`config.mk`:
```
export PLATFORM = sky130hd
export DESIGN_NAME = membus_arbiter_flat
export DESIGN_NICKNAME = d
export VERILOG_FILES = /design/src/rtl/membus_arbiter_if.sv /design/src/rtl/membus_arbiter.sv /design/src/flat_wrapper.sv
export SDC_FILE = /design/constraint.sdc
export NUM_CORES = 1
export LEC_CHECK = 0
export CORE_ASPECT_RATIO = 0.5
export CORE_UTILIZATION = 36
export CTS_BUF_LIST = sky130_fd_sc_hd__clkbuf_16
export CTS_CLUSTER_SIZE = 8
export DETAILED_ROUTE_END_ITERATION = 10
export GPL_TIMING_DRIVEN = 0
export PLACE_DENSITY = 0.84
export SLEW_MARGIN = 0
export SYNTH_ARGS = -nofsm -noshare
export SYNTH_HDL_FRONTEND = slang
export SYNTH_SLANG_ARGS = --single-unit
```
`constraint.sdc`:
```
create_clock -name ph1 -period 1.93 [get_ports ph1]
set_input_delay 0.2895 -clock ph1 [delete_from_list [all_inputs] [get_ports ph1]]
set_output_delay 0.2895 -clock ph1 [all_outputs]
set_load 0.02 [all_outputs]
```
`src/rtl/membus_arbiter_if.sv`:
```
// Bundle of requester, main-memory and debug signals around membus_arbiter.
// The arbiter uses the slave modport; the requesters/memory model use master.
interface membus_arbiter_if;
  logic        swc;
  logic        wbreq;
  logic [26:0] wbadr;
  logic [31:0] wbwdata;
  logic [3:0]  wbbyteen;
  logic        dreq;
  logic        drwb;
  logic [26:0] dadr;
  logic [31:0] dwdata;
  logic [3:0]  dbyteen;
  logic        ireq;
  logic        irwb;
  logic [26:0] iadr;
  logic [31:0] iwdata;
  logic [3:0]  ibyteen;
  logic        wbdone;
  logic        ddone;
  logic        idone;
  logic [31:0] rdata;
  logic        err;
  logic [26:0] memadr;
  logic [31:0] memwdata;
  logic [3:0]  membyteen;
  logic        memrwb;
  logic        memen;
  logic [31:0] memrdata;
  logic        memdone;
  logic [1:0]  dbg_state;
  logic [1:0]  dbg_owner;
  logic [7:0]  dbg_wbcnt;

  modport slave (
    input  swc,
    input  wbreq, wbadr, wbwdata, wbbyteen,
    input  dreq, drwb, dadr, dwdata, dbyteen,
    input  ireq, irwb, iadr, iwdata, ibyteen,
    input  memrdata, memdone,
    output wbdone, ddone, idone, rdata, err,
    output memadr, memwdata, membyteen, memrwb, memen,
    output dbg_state, dbg_owner, dbg_wbcnt
  );

  modport master (
    output swc,
    output wbreq, wbadr, wbwdata, wbbyteen,
    output dreq, drwb, dadr, dwdata, dbyteen,
    output ireq, irwb, iadr, iwdata, ibyteen,
    output memrdata, memdone,
    input  wbdone, ddone, idone, rdata, err,
    input  memadr, memwdata, membyteen, memrwb, memen,
    input  dbg_state, dbg_owner, dbg_wbcnt
  );
endinterface

```
`src/rtl/membus_arbiter.sv`:
```
// Three-way main-memory arbiter (write buffer, dcache, icache) with WB
// starvation limit and a BUSY-phase timeout that aborts with err.
module membus_arbiter #(
  parameter int MAXWB   = 4,
  parameter int TIMEOUT = 255
) (
  input logic             ph1,
  input logic             resetb,
  membus_arbiter_if.slave bus
);
  // Handshake: a requester raises req with a stable payload and holds both
  // until its done pulse; done is a single cycle and err/rdata ride with it.
  // memdone is only looked at in BUSY; memen marks the transaction window.

  localparam logic [1:0] S_IDLE = 2'd0;
  localparam logic [1:0] S_BUSY = 2'd1;
  localparam logic [1:0] S_DONE = 2'd2;

  localparam logic [1:0] OWN_NONE = 2'd0;
  localparam logic [1:0] OWN_WB   = 2'd1;
  localparam logic [1:0] OWN_D    = 2'd2;
  localparam logic [1:0] OWN_I    = 2'd3;

  localparam int             WBW    = (MAXWB < 1) ? 1 : $clog2(MAXWB + 1);
  localparam logic [WBW-1:0] WB_MAX = WBW'(MAXWB);
  localparam logic [7:0]     TO_LIM = 8'(TIMEOUT);

  logic [1:0]     r_state;
  logic [1:0]     r_owner;
  logic [WBW-1:0] r_wbcnt;
  logic [7:0]     r_tcnt;
  logic [26:0]    r_adr;
  logic [31:0]    r_wdata;
  logic [3:0]     r_byteen;
  logic           r_rwb;
  logic [31:0]    r_rdata;
  logic           r_err;

  logic       w_cache_req;
  logic       w_cache_first;
  logic [1:0] w_grant;
  logic [7:0] w_tcnt_nxt;
  logic       w_busy;
  logic       w_done;

  assign w_cache_req   = bus.dreq | bus.ireq;
  // Once the WB has won MAXWB times in a row over a waiting cache, it yields.
  assign w_cache_first = w_cache_req && (r_wbcnt == WB_MAX);
  assign w_tcnt_nxt    = r_tcnt + 8'd1;

  always_comb begin
    w_grant = OWN_NONE;
    if (bus.wbreq && !w_cache_first) begin
      w_grant = OWN_WB;
    end else if (w_cache_req) begin
      if (!bus.swc) w_grant = bus.dreq ? OWN_D : OWN_I;
      else          w_grant = bus.ireq ? OWN_I : OWN_D;
    end
  end

  always_ff @(posedge ph1 or negedge resetb) begin
    if (!resetb) begin
      r_state  <= S_IDLE;
      r_owner  <= OWN_NONE;
      r_wbcnt  <= '0;
      r_tcnt   <= 8'd0;
      r_adr    <= 27'd0;
      r_wdata  <= 32'd0;
      r_byteen <= 4'd0;
      r_rwb    <= 1'b1;
      r_rdata  <= 32'd0;
      r_err    <= 1'b0;
    end else begin
      case (r_state)
        S_IDLE: begin
          r_err <= 1'b0;
          if (w_grant != OWN_NONE) begin
            r_state <= S_BUSY;
            r_owner <= w_grant;
            r_tcnt  <= 8'd0;
            case (w_grant)
              OWN_WB: begin
                r_adr    <= bus.wbadr;
                r_wdata  <= bus.wbwdata;
                r_byteen <= bus.wbbyteen;
                r_rwb    <= 1'b0;
              end
              OWN_D: begin
                r_adr    <= bus.dadr;
                r_wdata  <= bus.dwdata;
                r_byteen <= bus.dbyteen;
                r_rwb    <= bus.drwb;
              end
              default: begin
                r_adr    <= bus.iadr;
                r_wdata  <= bus.iwdata;
                r_byteen <= bus.ibyteen;
                r_rwb    <= bus.irwb;
              end
            endcase
            if (w_grant == OWN_WB) begin
              if (!w_cache_req)           r_wbcnt <= '0;
              else if (r_wbcnt != WB_MAX) r_wbcnt <= r_wbcnt + WBW'(1);
            end else begin
              r_wbcnt <= '0;
            end
          end
        end
        S_BUSY: begin
          if (bus.memdone) begin
            if (r_rwb) r_rdata <= bus.memrdata;
            r_state <= S_DONE;
          end else if (w_tcnt_nxt == TO_LIM) begin
            r_tcnt  <= w_tcnt_nxt;
            r_err   <= 1'b1;
            r_rdata <= 32'hDEADBEEF;
            r_state <= S_DONE;
          end else begin
            r_tcnt <= w_tcnt_nxt;
          end
        end
        S_DONE: begin
          r_state <= S_IDLE;
          r_owner <= OWN_NONE;
          r_err   <= 1'b0;
        end
        default: begin
          r_state <= S_IDLE;
          r_owner <= OWN_NONE;
        end
      endcase
    end
  end

  assign w_busy = (r_state == S_BUSY);
  assign w_done = (r_state == S_DONE);

  // Bus is parked at zero with read polarity whenever no transaction is live.
  assign bus.memen     = w_busy;
  assign bus.memadr    = w_busy ? r_adr    : 27'd0;
  assign bus.memwdata  = w_busy ? r_wdata  : 32'd0;
  assign bus.membyteen = w_busy ? r_byteen : 4'd0;
  assign bus.memrwb    = w_busy ? r_rwb    : 1'b1;

  assign bus.wbdone = w_done && (r_owner == OWN_WB);
  assign bus.ddone  = w_done && (r_owner == OWN_D);
  assign bus.idone  = w_done && (r_owner == OWN_I);
  assign bus.err    = w_done && r_err;
  assign bus.rdata  = r_rdata;

  assign bus.dbg_state = r_state;
  assign bus.dbg_owner = r_owner;
  assign bus.dbg_wbcnt = 8'(r_wbcnt);
endmodule

```
`src/flat_wrapper.sv`:
```
// flat-port wrapper written by rule: the top's interface ports become plain ports
module membus_arbiter_flat 
#(
  parameter int MAXWB   = 4,
  parameter int TIMEOUT = 255
)
  (ph1, resetb, bus_swc, bus_wbreq, bus_wbadr, bus_wbwdata, bus_wbbyteen, bus_dreq, bus_drwb, bus_dadr, bus_dwdata, bus_dbyteen, bus_ireq, bus_irwb, bus_iadr, bus_iwdata, bus_ibyteen, bus_memrdata, bus_memdone, bus_wbdone, bus_ddone, bus_idone, bus_rdata, bus_err, bus_memadr, bus_memwdata, bus_membyteen, bus_memrwb, bus_memen, bus_dbg_state, bus_dbg_owner, bus_dbg_wbcnt);
  membus_arbiter_if bus_i ();
  input logic ph1;
  input logic resetb;
  input wire logic [$bits(bus_i.swc)-1:0] bus_swc;
  input wire logic [$bits(bus_i.wbreq)-1:0] bus_wbreq;
  input wire logic [$bits(bus_i.wbadr)-1:0] bus_wbadr;
  input wire logic [$bits(bus_i.wbwdata)-1:0] bus_wbwdata;
  input wire logic [$bits(bus_i.wbbyteen)-1:0] bus_wbbyteen;
  input wire logic [$bits(bus_i.dreq)-1:0] bus_dreq;
  input wire logic [$bits(bus_i.drwb)-1:0] bus_drwb;
  input wire logic [$bits(bus_i.dadr)-1:0] bus_dadr;
  input wire logic [$bits(bus_i.dwdata)-1:0] bus_dwdata;
  input wire logic [$bits(bus_i.dbyteen)-1:0] bus_dbyteen;
  input wire logic [$bits(bus_i.ireq)-1:0] bus_ireq;
  input wire logic [$bits(bus_i.irwb)-1:0] bus_irwb;
  input wire logic [$bits(bus_i.iadr)-1:0] bus_iadr;
  input wire logic [$bits(bus_i.iwdata)-1:0] bus_iwdata;
  input wire logic [$bits(bus_i.ibyteen)-1:0] bus_ibyteen;
  input wire logic [$bits(bus_i.memrdata)-1:0] bus_memrdata;
  input wire logic [$bits(bus_i.memdone)-1:0] bus_memdone;
  output wire logic [$bits(bus_i.wbdone)-1:0] bus_wbdone;
  output wire logic [$bits(bus_i.ddone)-1:0] bus_ddone;
  output wire logic [$bits(bus_i.idone)-1:0] bus_idone;
  output wire logic [$bits(bus_i.rdata)-1:0] bus_rdata;
  output wire logic [$bits(bus_i.err)-1:0] bus_err;
  output wire logic [$bits(bus_i.memadr)-1:0] bus_memadr;
  output wire logic [$bits(bus_i.memwdata)-1:0] bus_memwdata;
  output wire logic [$bits(bus_i.membyteen)-1:0] bus_membyteen;
  output wire logic [$bits(bus_i.memrwb)-1:0] bus_memrwb;
  output wire logic [$bits(bus_i.memen)-1:0] bus_memen;
  output wire logic [$bits(bus_i.dbg_state)-1:0] bus_dbg_state;
  output wire logic [$bits(bus_i.dbg_owner)-1:0] bus_dbg_owner;
  output wire logic [$bits(bus_i.dbg_wbcnt)-1:0] bus_dbg_wbcnt;
  assign bus_i.swc = bus_swc;
  assign bus_i.wbreq = bus_wbreq;
  assign bus_i.wbadr = bus_wbadr;
  assign bus_i.wbwdata = bus_wbwdata;
  assign bus_i.wbbyteen = bus_wbbyteen;
  assign bus_i.dreq = bus_dreq;
  assign bus_i.drwb = bus_drwb;
  assign bus_i.dadr = bus_dadr;
  assign bus_i.dwdata = bus_dwdata;
  assign bus_i.dbyteen = bus_dbyteen;
  assign bus_i.ireq = bus_ireq;
  assign bus_i.irwb = bus_irwb;
  assign bus_i.iadr = bus_iadr;
  assign bus_i.iwdata = bus_iwdata;
  assign bus_i.ibyteen = bus_ibyteen;
  assign bus_i.memrdata = bus_memrdata;
  assign bus_i.memdone = bus_memdone;
  assign bus_wbdone = bus_i.wbdone;
  assign bus_ddone = bus_i.ddone;
  assign bus_idone = bus_i.idone;
  assign bus_rdata = bus_i.rdata;
  assign bus_err = bus_i.err;
  assign bus_memadr = bus_i.memadr;
  assign bus_memwdata = bus_i.memwdata;
  assign bus_membyteen = bus_i.membyteen;
  assign bus_memrwb = bus_i.memrwb;
  assign bus_memen = bus_i.memen;
  assign bus_dbg_state = bus_i.dbg_state;
  assign bus_dbg_owner = bus_i.dbg_owner;
  assign bus_dbg_wbcnt = bus_i.dbg_wbcnt;
  membus_arbiter #(.MAXWB(MAXWB), .TIMEOUT(TIMEOUT)) u_core (.ph1(ph1), .resetb(resetb), .bus(bus_i));
endmodule
```
==> flow_metrics.env, run 1 <==
export IMPL_finalInstanceArea_um2=12100
export IMPL_async_flop_share_pct=100
export IMPL_drive_gt1_share_pct=36.3
export IMPL_core_area_um2=16700
export IMPL_routed_wl_mm=28.6
export IMPL_grt_max_degree=68
export IMPL_power_mw=15.0
export IMPL_post_dp_cell_area_um2=10200
export IMPL_synth_seq_cells=112
export IMPL_r2r_start="u_core.r_wbcnt[0]"
export IMPL_grt_setup_unrepaired="true"
export IMPL_power_density_nw_per_um2=1230
export IMPL_postSynthCellCount=760
export IMPL_cts_made_buffers=9
export IMPL_r2r_slack_ns=-0.24
export IMPL_ys_warn_count=0
export IMPL_mostFrequentLayoutCells="clkdlybuf4s50_1 (267), dfrtp_1 (108), nand2_1 (75)"
export IMPL_layout_commonest_cell="clkdlybuf4s50_1"
export IMPL_io_pins=343
export IMPL_r2r_end="u_core.r_wdata[23]"
export IMPL_required_ns=2.16
export IMPL_io_buffers=337
export IMPL_maxCapViolCount=0
export IMPL_num_fill_cells=1115
export IMPL_whs_endpoint="u_core.r_wdata[7]"
export IMPL_die_y_um=95.5
export IMPL_min_path_type="register to register"
export IMPL_startpoint_type="register"
export IMPL_synth_main_ff_cell="dfrtp_1"
export IMPL_synth_area_per_cell_um2=8.28
export IMPL_drt_antenna_violating_nets=0
export IMPL_drtIter0Drc=531
export IMPL_core_rowCount=33
export IMPL_finalSetupViolCount=93
export IMPL_dp_slack_ns=-0.855
export IMPL_vias=7714
export IMPL_grt_pass1_wl_mm=38.6
export IMPL_cts_root_buf="clkbuf_16"
export IMPL_path_class="register to register"
export IMPL_cts_sinks=112
export IMPL_drt_pass1_iterations=7
export IMPL_first_global_vias=7187
export IMPL_final_hold_violation_count=0
export IMPL_yosysSeqAreaShare_pct=44.6
export IMPL_worstHoldStart="u_core.r_wdata[7]"
export IMPL_holdPathStages=2
export IMPL_slew_headroom_pct=44.8
export IMPL_initial_core_util_pct=37.6
export IMPL_clock_latency_ns=0.35
export IMPL_skew_ns=0.0111
export IMPL_outcome="finished, violations left"
export IMPL_worstMarginPinSlew_ns=0.822
export IMPL_nets=1378
export IMPL_die_w_um=189
export IMPL_synth_area_um2=6290
export IMPL_crit_fanout=10
export IMPL_max_freq_ghz=0.461
export IMPL_area_growth_pct=92.9
export IMPL_grt_ovfl_total=0
export IMPL_h_tree_depth=3
export IMPL_die_area_um2=18000
export IMPL_crit_arrival_ns=2.40
export IMPL_clockBufferDepth=2
export IMPL_finalWorstSetupSlack_ns=-0.238
export IMPL_gp_congestion=0.894
export IMPL_crit_path_end_kind="register"
export IMPL_instances_no_fill=1374
export IMPL_clkTransAtPathRegs_ns=0.08
export IMPL_drv_slew=0
export IMPL_synth_cell_types=40
export IMPL_finish_utilization_pct=72.6
export IMPL_grt_antenna_before_repair=0
export IMPL_ir_worst_vdd_mv=0.832
export IMPL_routedWlPerCell_um=20.8
export IMPL_drc=0
export IMPL_post_route_min_period_ns=2.17
export IMPL_cts_tree="done"
export IMPL_place_inst=1329
export IMPL_hpwlAfterDp_mm=18.6
export IMPL_synth_edf_count=0
export IMPL_fin_crit_sh_pct=112
export IMPL_reg2regPathDepth=10
export IMPL_violations="negative setup slack"
export IMPL_diodes=0
export IMPL_grt_total_usage_pct=27.7
export IMPL_power_leakage_nw=4.97
export IMPL_viasPerCell=5.61
==> area by class of cell <==
class | count | area (um^2) | share of cell area [%]
repair buffers | 369 | 3740 | 30.8
plain buffers | 68 | 856 | 7.05
well taps | 227 | 284 | 2.34
clock buffers | 9 | 225 | 1.86
flip-flops and latches | 112 | 2810 | 23.1
inverters | 14 | 55.1 | 0.454
clock inverters | 7 | 72.6 | 0.598
multi-input cells | 568 | 4100 | 33.8
==> timing repair <==
item,4_1_cts,5_1_grt
gates resized for setup,576,194
gates cloned,5,7
setup buffers,13,5
hold buffers,1,0
endpoints found under the hold margin,44,0
pin swaps,31,56
setup endpoints to repair,141,157
==> critical path, stage by stage (launching register included) <==
cell     delay (ns)
dfrtp_2        0.44
inv_2          0.10
ha_4           0.18
nand3_2        0.09
a22o_4         0.27
ha_4           0.24
buf_6          0.19
a22oi_1        0.19
nor2_1         0.07
a21oi_1        0.19
o21ai_1        0.10
==> sequential cells by signal (all words and copies together), names as in the netlist <==
signal                flops
u_core.bus.rdata         32
u_core.r_err              1
u_core.bus.dbg_state      2
u_core.r_wbcnt            3
u_core.r_rwb              1
u_core.r_wdata           32
u_core.r_adr             27
u_core.bus.dbg_owner      2
u_core.r_tcnt             8
u_core.r_byteen           4
==> kinds of logic after synthesis <==
logic type	share of synthesized area (%)
adder cells (fa/ha/maj)	1.19
buffers and inverters	6.34
AO/OA/AOI/OAI	27.8
flip-flops	44.6
AND/OR/NAND/NOR	19.7
XOR/XNOR	0.418
other	0.0596
==> worst max path at each step <==
stage                             from            endpoint  cells after the start
3_5_place_dp   u_core.bus.dbg_state[1]       bus_memadr[5]                      6
2_1_floorplan        u_core.r_wbcnt[1]   u_core.r_wdata[0]                     11
3_3_place_gp                    resetb   u_core.r_wbcnt[0]                      1
6_report             u_core.r_wbcnt[0]  u_core.r_wdata[23]                     10
5_1_grt              u_core.r_wbcnt[0]  u_core.r_wdata[18]                     11
4_1_cts              u_core.r_wbcnt[1]     u_core.r_adr[4]                     11
==> metal layers <==
metal / up-vias / track usage [%] / part of all wire, %
met2: 399 / 49.2 / 50
met1: 3774 / 34.2 / 39
met4: 0 / 10.1 / 4.8
met5: - / 0 / 0
li1: 3419 / - / -
met3: 122 / 4.90 / 5.8
==> per-stage QoR <==
| stage | setup TNS, ns | hold WS, ns |
|---|---|---|
| final | -10.42 | 0.475 |
| after global routing | -16.46 | 0.491 |
| after CTS | -5.58 | 0.480 |
| after detailed placement | -80.44 | 0.353 |
| after global placement | -493.14 | 0.454 |
| after floorplan | -0.100 | -0.00609 |
==> cell usage after synthesis, types with 4 or more instances <==
cell type	count	area share, %
buf_4	7	0.83
a21oi_2	20	2.8
a22oi_1	71	8.5
clkbuf_1	32	1.9
buf_2	13	1.0
and2_1	65	6.5
buf_1	10	0.60
dfrtp_1	111	44
and3_1	4	0.40
inv_1	14	0.83
nand2_1	77	4.6
buf_6	5	0.89
o22ai_1	26	2.6
nand3_1	8	0.64
nor2_1	98	5.8
o21ai_0	78	6.2
a31oi_1	4	0.40
o21ai_1	4	0.32
a21oi_1	73	5.8
ha_1	6	1.2
==> power breakdown <==
| group | internal, mW | switching, mW | leakage [nW] | total, mW |
|---|---|---|---|---|
| sequential | 3.30 | 0.684 | 1.41 | 3.98 |
| clock | 0.917 | 0.970 | 0.136 | 1.89 |
| combinational | 4.31 | 4.79 | 3.42 | 9.09 |
| total | 8.52 | 6.44 | 4.97 | 15.0 |
Note: power is estimated with default switching activity, not from simulation.
==> run 2: changes to the inputs <==
--- a/config.mk
+++ b/config.mk
@@ -10,9 +10,10 @@
 export CTS_BUF_LIST = sky130_fd_sc_hd__clkbuf_16
 export CTS_CLUSTER_SIZE = 8
 export DETAILED_ROUTE_END_ITERATION = 10
+export GPL_ROUTABILITY_DRIVEN = 0
 export GPL_TIMING_DRIVEN = 0
 export PLACE_DENSITY = 0.84
-export SLEW_MARGIN = 0
+export SLEW_MARGIN = 5
 export SYNTH_ARGS = -nofsm -noshare
 export SYNTH_HDL_FRONTEND = slang
 export SYNTH_SLANG_ARGS = --single-unit
==> run 2 against run 1 <==
Against the previous run: the run still ends with negative setup slack left; design area shrank 0.28%; clock power grew 7%; core utilization shrank 0.20 points; worst hold slack lost 0.044 ns; global-route usage grew 2.1 points; non-clock buffer count grew 4; setup slack gained 0.029 ns; largest cell class unchanged; largest power group unchanged.
==> flow_metrics.env, run 2 (synthesis gave the netlist of run 1 again) <==
export IMPL_die_w_um=189
export IMPL_seq_power_share_pct=26.4
export IMPL_finalWorstSetupSlack_ns=-0.209
export IMPL_met2_length_mm=14.4
export IMPL_crit_arrival_ns=2.37
export IMPL_drt_antenna_violating_nets=0
export IMPL_io_buffers=337
export IMPL_core_rowCount=33
export IMPL_startpoint_type="register"
export IMPL_grt_setup_unrepaired="true"
export IMPL_min_path_type="input port to async pin"
export IMPL_drive_gt1_share_pct=35.3
export IMPL_place_inst=1329
export IMPL_routedWlPerCell_um=21.0
export IMPL_maxCapViolCount=0
export IMPL_initial_core_util_pct=37.6
export IMPL_worstPathCellList="inv_2 > ha_4 > nand3_2 > a22o_4 > inv_4 > ha_4 > clkbuf_8 > clkbuf_16 > a21oi_4 > o21ai_1"
export IMPL_grt_ovfl_total=0
export IMPL_p_sw_share_pct=43.1
export IMPL_path_class="register to register"
export IMPL_power_density_nw_per_um2=1240
export IMPL_cp_depth=10
export IMPL_die_y_um=95.5
export IMPL_worst_path_max_delay_cell="dfrtp_2"
export IMPL_clock_latency_ns=0.36
export IMPL_crit_fanout=10
export IMPL_grt_antenna_before_repair=0
export IMPL_p_switching_mw=6.48
export IMPL_p_comb_share_pct=60.1
export IMPL_h_tree_depth=3
export IMPL_crit_top_cell="ha_4"
export IMPL_diodes=0
export IMPL_clockBufferDepth=2
export IMPL_slowest_delay_ns=0.42
export IMPL_path_buf_inv=4
export IMPL_layout_commonest_cell="clkdlybuf4s50_1"
export IMPL_core_area_um2=16700
export IMPL_mostFrequentLayoutCells="clkdlybuf4s50_1 (266), dfrtp_1 (108), nand2_1 (76)"
export IMPL_grt_total_usage_pct=29.8
export IMPL_clkTransAtPathRegs_ns=0.08
export IMPL_cts_made_buffers=9
export IMPL_r2r_slack_ns=-0.21
export IMPL_die_area_um2=18000
export IMPL_violations="negative setup slack"
export IMPL_io_pins=343
export IMPL_endpoint="u_core.r_byteen[0]"
export IMPL_required_ns=2.16
export IMPL_slew_headroom_pct=59.4
export IMPL_crit_start="u_core.r_wbcnt[0]"
export IMPL_m1WireLength_mm=11.2
export IMPL_hpwlAfterDp_mm=18.5
export IMPL_post_route_min_period_ns=2.14
export IMPL_power_leakage_nw=5.01
export IMPL_first_global_vias=7642
export IMPL_instances_no_fill=1378
export IMPL_finish_utilization_pct=72.4
export IMPL_reg2regPathDepth=10
export IMPL_nets=1382
export IMPL_top_layer="met4"
export IMPL_crit_path_end_kind="register"
export IMPL_drtIter0Drc=678
export IMPL_outcome="finished, violations left"
export IMPL_final_hold_violation_count=0
export IMPL_finalSetupViolCount=73
export IMPL_max_freq_ghz=0.467
export IMPL_power_mw=15.0
export IMPL_r2r_end="u_core.r_byteen[0]"
export IMPL_drt_pass1_iterations=6
export IMPL_drv_slew=0
export IMPL_grt_max_degree=68
export IMPL_cts_sinks=112
export IMPL_routed_wl_mm=29.0
export IMPL_met3_length_mm=1.89
export IMPL_crit_family="buffers and inverters"
export IMPL_grt_pass1_wl_mm=41.2
export IMPL_area_growth_pct=92.3
export IMPL_fin_crit_sh_pct=111
export IMPL_r2r_start="u_core.r_wbcnt[0]"
export IMPL_worstMarginPinSlew_ns=0.606
export IMPL_internal_power_mw=8.55
export IMPL_skew_ns=0.0113
export IMPL_ir_worst_vdd_mv=0.735
export IMPL_vias=7747
export IMPL_cts_tree="done"
export IMPL_power_frac_clock_pct=13.5
export IMPL_viasPerCell=5.62
export IMPL_drc=0
export IMPL_dp_slack_ns=-0.874
export IMPL_cts_root_buf="clkbuf_16"
run 2: how the worst min path moves through the flow:
stage                                          to  depth (start not counted)
final                             u_core.r_adr[4]                          2
after CTS                         u_core.r_adr[4]                          2
after detailed placement          u_core.r_adr[4]                          1
after global routing              u_core.r_adr[4]                          2
after floorplan           u_core.bus.dbg_owner[0]                          0
after global placement           u_core.r_adr[24]                          2
run 2: routing by layer:
metal	vias to the layer above	track usage [%]
li1	3415	-
met1	3761	36.1
met2	447	51.0
met3	124	5.45
met4	0	16.9
met5	-	0
run 2: layout make-up:
| cell class | count | area, um^2 |
|---|---|---|
| Tap cell | 227 | 284 |
| Timing Repair Buffer | 373 | 3700 |
| Clock buffer | 9 | 225 |
| Buffer | 68 | 841 |
| Inverter | 14 | 55.1 |
| Multi-Input combinational cell | 568 | 4100 |
| Clock inverter | 7 | 87.6 |
| Sequential cell | 112 | 2810 |
| Fill cell | 1087 | 4620 |
run 2: through the flow:
stage	hold WS, ns	cell area, um^2	TNS (ns)
floorplan	-0.00609	6470	-0.100
global placement	0.453	10100	-498.81
detailed placement	0.256	10200	-80.54
CTS	0.452	11700	-2.68
global route	0.466	12100	-13.48
finish	0.431	12100	-9.22
run 2: timing repair:
action	4_1_cts	5_1_grt
hold endpoints to repair	44	0
resized for setup	633	112
setup buffers	15	6
pin swaps	47	58
gates cloned	11	2
setup endpoints to repair	138	151
hold buffers	1	0
run 2: power by group through the flow:
| stage | Combinational [mW] | Clock [mW] | Sequential [mW] |
|---|---|---|---|
| after floorplan | 3.49 | 0 | 4.20 |
| after global placement | 6.83 | 0 | 3.88 |
| after detailed placement | 6.98 | 0 | 3.94 |
| after CTS | 8.40 | 2.02 | 3.91 |
| after global routing | 9.53 | 2.14 | 4.07 |
| final | 9.03 | 2.02 | 3.97 |
==> run 3: changes to the inputs <==
--- a/config.mk
+++ b/config.mk
@@ -6,13 +6,13 @@
 export NUM_CORES = 1
 export LEC_CHECK = 0
 export CORE_ASPECT_RATIO = 0.5
-export CORE_UTILIZATION = 36
+export CORE_UTILIZATION = 35
 export CTS_BUF_LIST = sky130_fd_sc_hd__clkbuf_16
 export CTS_CLUSTER_SIZE = 8
 export DETAILED_ROUTE_END_ITERATION = 10
 export GPL_ROUTABILITY_DRIVEN = 0
 export GPL_TIMING_DRIVEN = 0
-export PLACE_DENSITY = 0.84
+export PLACE_DENSITY = 0.82
 export SLEW_MARGIN = 5
 export SYNTH_ARGS = -nofsm -noshare
 export SYNTH_HDL_FRONTEND = slang
==> run 3 against run 2 <==
Against the previous run: the run still ends with negative setup slack left; wire length fell by 3.0%; maximum frequency is 0.89% higher; worst hold slack got worse by 0.075 ns; die area is 2.8% higher; global-route usage shrank 1.6 points; core utilization down 4.5 points; setup slack improved by 0.019 ns; critical path type is now input port to register; critical endpoint is now u_core.r_byteen[3]; largest cell class unchanged; highest routed layer unchanged.
==> flow_metrics.env, run 3 (synthesis gave the netlist of run 1 again) <==
export IMPL_grt_total_usage_pct=28.2
export IMPL_hold_ws_ns=0.356
export IMPL_drtIter0Drc=707
export IMPL_r2r_slack_ns=-0.14
export IMPL_h_tree_depth=3
export IMPL_clockBufferDepth=2
export IMPL_post_dp_cell_area_um2=10200
export IMPL_power_density_nw_per_um2=1220
export IMPL_hpwlAfterDp_mm=18.6
export IMPL_viasPerCell=5.56
export IMPL_maxCapViolCount=0
export IMPL_initial_core_util_pct=36.0
export IMPL_worstMarginPinSlew_ns=0.586
export IMPL_finalInstanceArea_um2=11900
export IMPL_diodes=0
export IMPL_vias=7698
export IMPL_post_route_min_period_ns=2.12
export IMPL_io_pins=343
export IMPL_skew_ns=0.0111
export IMPL_grt_setup_unrepaired="true"
export IMPL_ir_worst_vdd_mv=0.746
export IMPL_clkTransAtPathRegs_ns=0.08
export IMPL_drv_slew=0
export IMPL_finish_utilization_pct=67.9
export IMPL_multi_input_area_um2=3870
export IMPL_cts_made_buffers=9
export IMPL_first_global_vias=7577
export IMPL_power_mw=14.5
export IMPL_reg2regPathDepth=11
export IMPL_r2r_end="u_core.r_adr[0]"
export IMPL_finalWorstSetupSlack_ns=-0.190
export IMPL_routedWlPerCell_um=20.3
export IMPL_area_growth_pct=88.5
export IMPL_grt_max_degree=92
export IMPL_grt_ovfl_total=0
export IMPL_crit_path_end_kind="register"
export IMPL_drt_pass1_iterations=5
export IMPL_die_y_um=96.8
export IMPL_cts_root_buf="clkbuf_16"
export IMPL_cts_sinks=112
export IMPL_seqCellArea_um2=2810
export IMPL_grt_pass1_wl_mm=40.6
export IMPL_io_buffers=337
export IMPL_num_fill_cells=1257
export IMPL_drt_antenna_violating_nets=0
export IMPL_path_class="input port to register"
export IMPL_violations="negative setup slack"
export IMPL_r2r_start="u_core.r_wbcnt[0]"
export IMPL_required_ns=2.14
export IMPL_min_path_type="input port to async pin"
export IMPL_core_area_um2=17500
export IMPL_layout_commonest_cell="clkdlybuf4s50_1"
export IMPL_max_freq_ghz=0.472
export IMPL_crit_fanout=6
export IMPL_mostFrequentLayoutCells="clkdlybuf4s50_1 (266), dfrtp_1 (108), nand2_1 (75)"
export IMPL_fin_tns_setup_ns=-6.59
export IMPL_slew_headroom_pct=60.9
export IMPL_grt_antenna_before_repair=0
export IMPL_core_rowCount=34
export IMPL_finalSetupViolCount=65
export IMPL_drc=0
export IMPL_die_w_um=192
export IMPL_clock_latency_ns=0.35
export IMPL_cts_tree="done"
export IMPL_die_area_um2=18600
export IMPL_crit_start="bus_dreq"
export IMPL_crit_arrival_ns=2.33
export IMPL_final_hold_violation_count=0
export IMPL_power_leakage_nw=5.01
export IMPL_fin_crit_sh_pct=110
export IMPL_startpoint_type="input port"
export IMPL_outcome="finished, violations left"
export IMPL_nets=1381
export IMPL_routed_wl_mm=28.1
export IMPL_drive_gt1_share_pct=32.4
-- run 3: changes by cell type in the layout (fill, tap and decap cells not counted), moves of 5 or more --
cell / previous run / this run
nor2_4: 39 / 22
o21ai_0: 17 / 22
nor2_1: 47 / 56
a22oi_1: 20 / 32
a21oi_1: 24 / 31
buf_4: 27 / 22
a22oi_2: 51 / 39
buf_8: 14 / 9
buf_2: 38 / 43
nor2_2: 12 / 20
-- run 3: area by class of cell --
cell class	count	share of cell area, %
multi-input cells	568	32.7
repair buffers	372	31.0
clock inverters	7	0.453
flip-flops and latches	112	23.7
plain buffers	68	7.32
well taps	234	2.47
clock buffers	9	1.90
inverters	14	0.485
-- run 3: through the flow --
step	setup WS, ns	cells
2_1_floorplan	-0.0103	764
3_3_place_gp	-4.11	1335
3_5_place_dp	-0.869	1336
4_1_cts	-0.105	1370
5_1_grt	-0.251	1384
6_report	-0.190	1384
-- run 3: worst max path at each step --
stage / depth (start not counted) / slack, ns / to
finish: 11 / -0.19 / u_core.r_byteen[3]
global route: 11 / -0.25 / u_core.r_byteen[3]
CTS: 12 / -0.10 / u_core.r_byteen[3]
detailed placement: 6 / -0.87 / bus_memwdata[22]
global placement: 1 / -4.11 / u_core.r_wbcnt[0]
floorplan: 11 / -0.01 / u_core.r_wdata[0]
-- run 3: worst max-delay path, stage by stage --
cell             delay (ns)
clkdlybuf4s50_1        0.52
nor2_1                 0.26
a21o_1                 0.20
inv_2                  0.07
ha_4                   0.18
buf_12                 0.15
clkbuf_16              0.15
a22oi_2                0.21
nor2_1                 0.06
a21oi_1                0.15
o21ai_1                0.08
-- run 3: timing repair --
item / 4_1_cts / 5_1_grt
hold buffers: 1 / 0
gates resized for setup: 585 / 90
setup buffers: 10 / 8
hold endpoints to repair: 21 / 0
pin swaps: 18 / 21
cloned: 8 / 7
setup endpoints to repair: 138 / 146
-- run 3: report_power, final --
| part | internal, mW | switching (mW) |
|---|---|---|
| registers | 3.30 | 0.656 |
| logic | 4.10 | 4.65 |
| clock network | 0.895 | 0.929 |
-- run 3: routing by layer --
metal / track usage, % / vias up / routed length [um]
met5: 0 / - / 0
met3: 4.83 / 103 / 1680
met4: 11.2 / 0 / 1230
met1: 35.2 / 3788 / 11400
met2: 48.5 / 381 / 13700
li1: - / 3426 / -
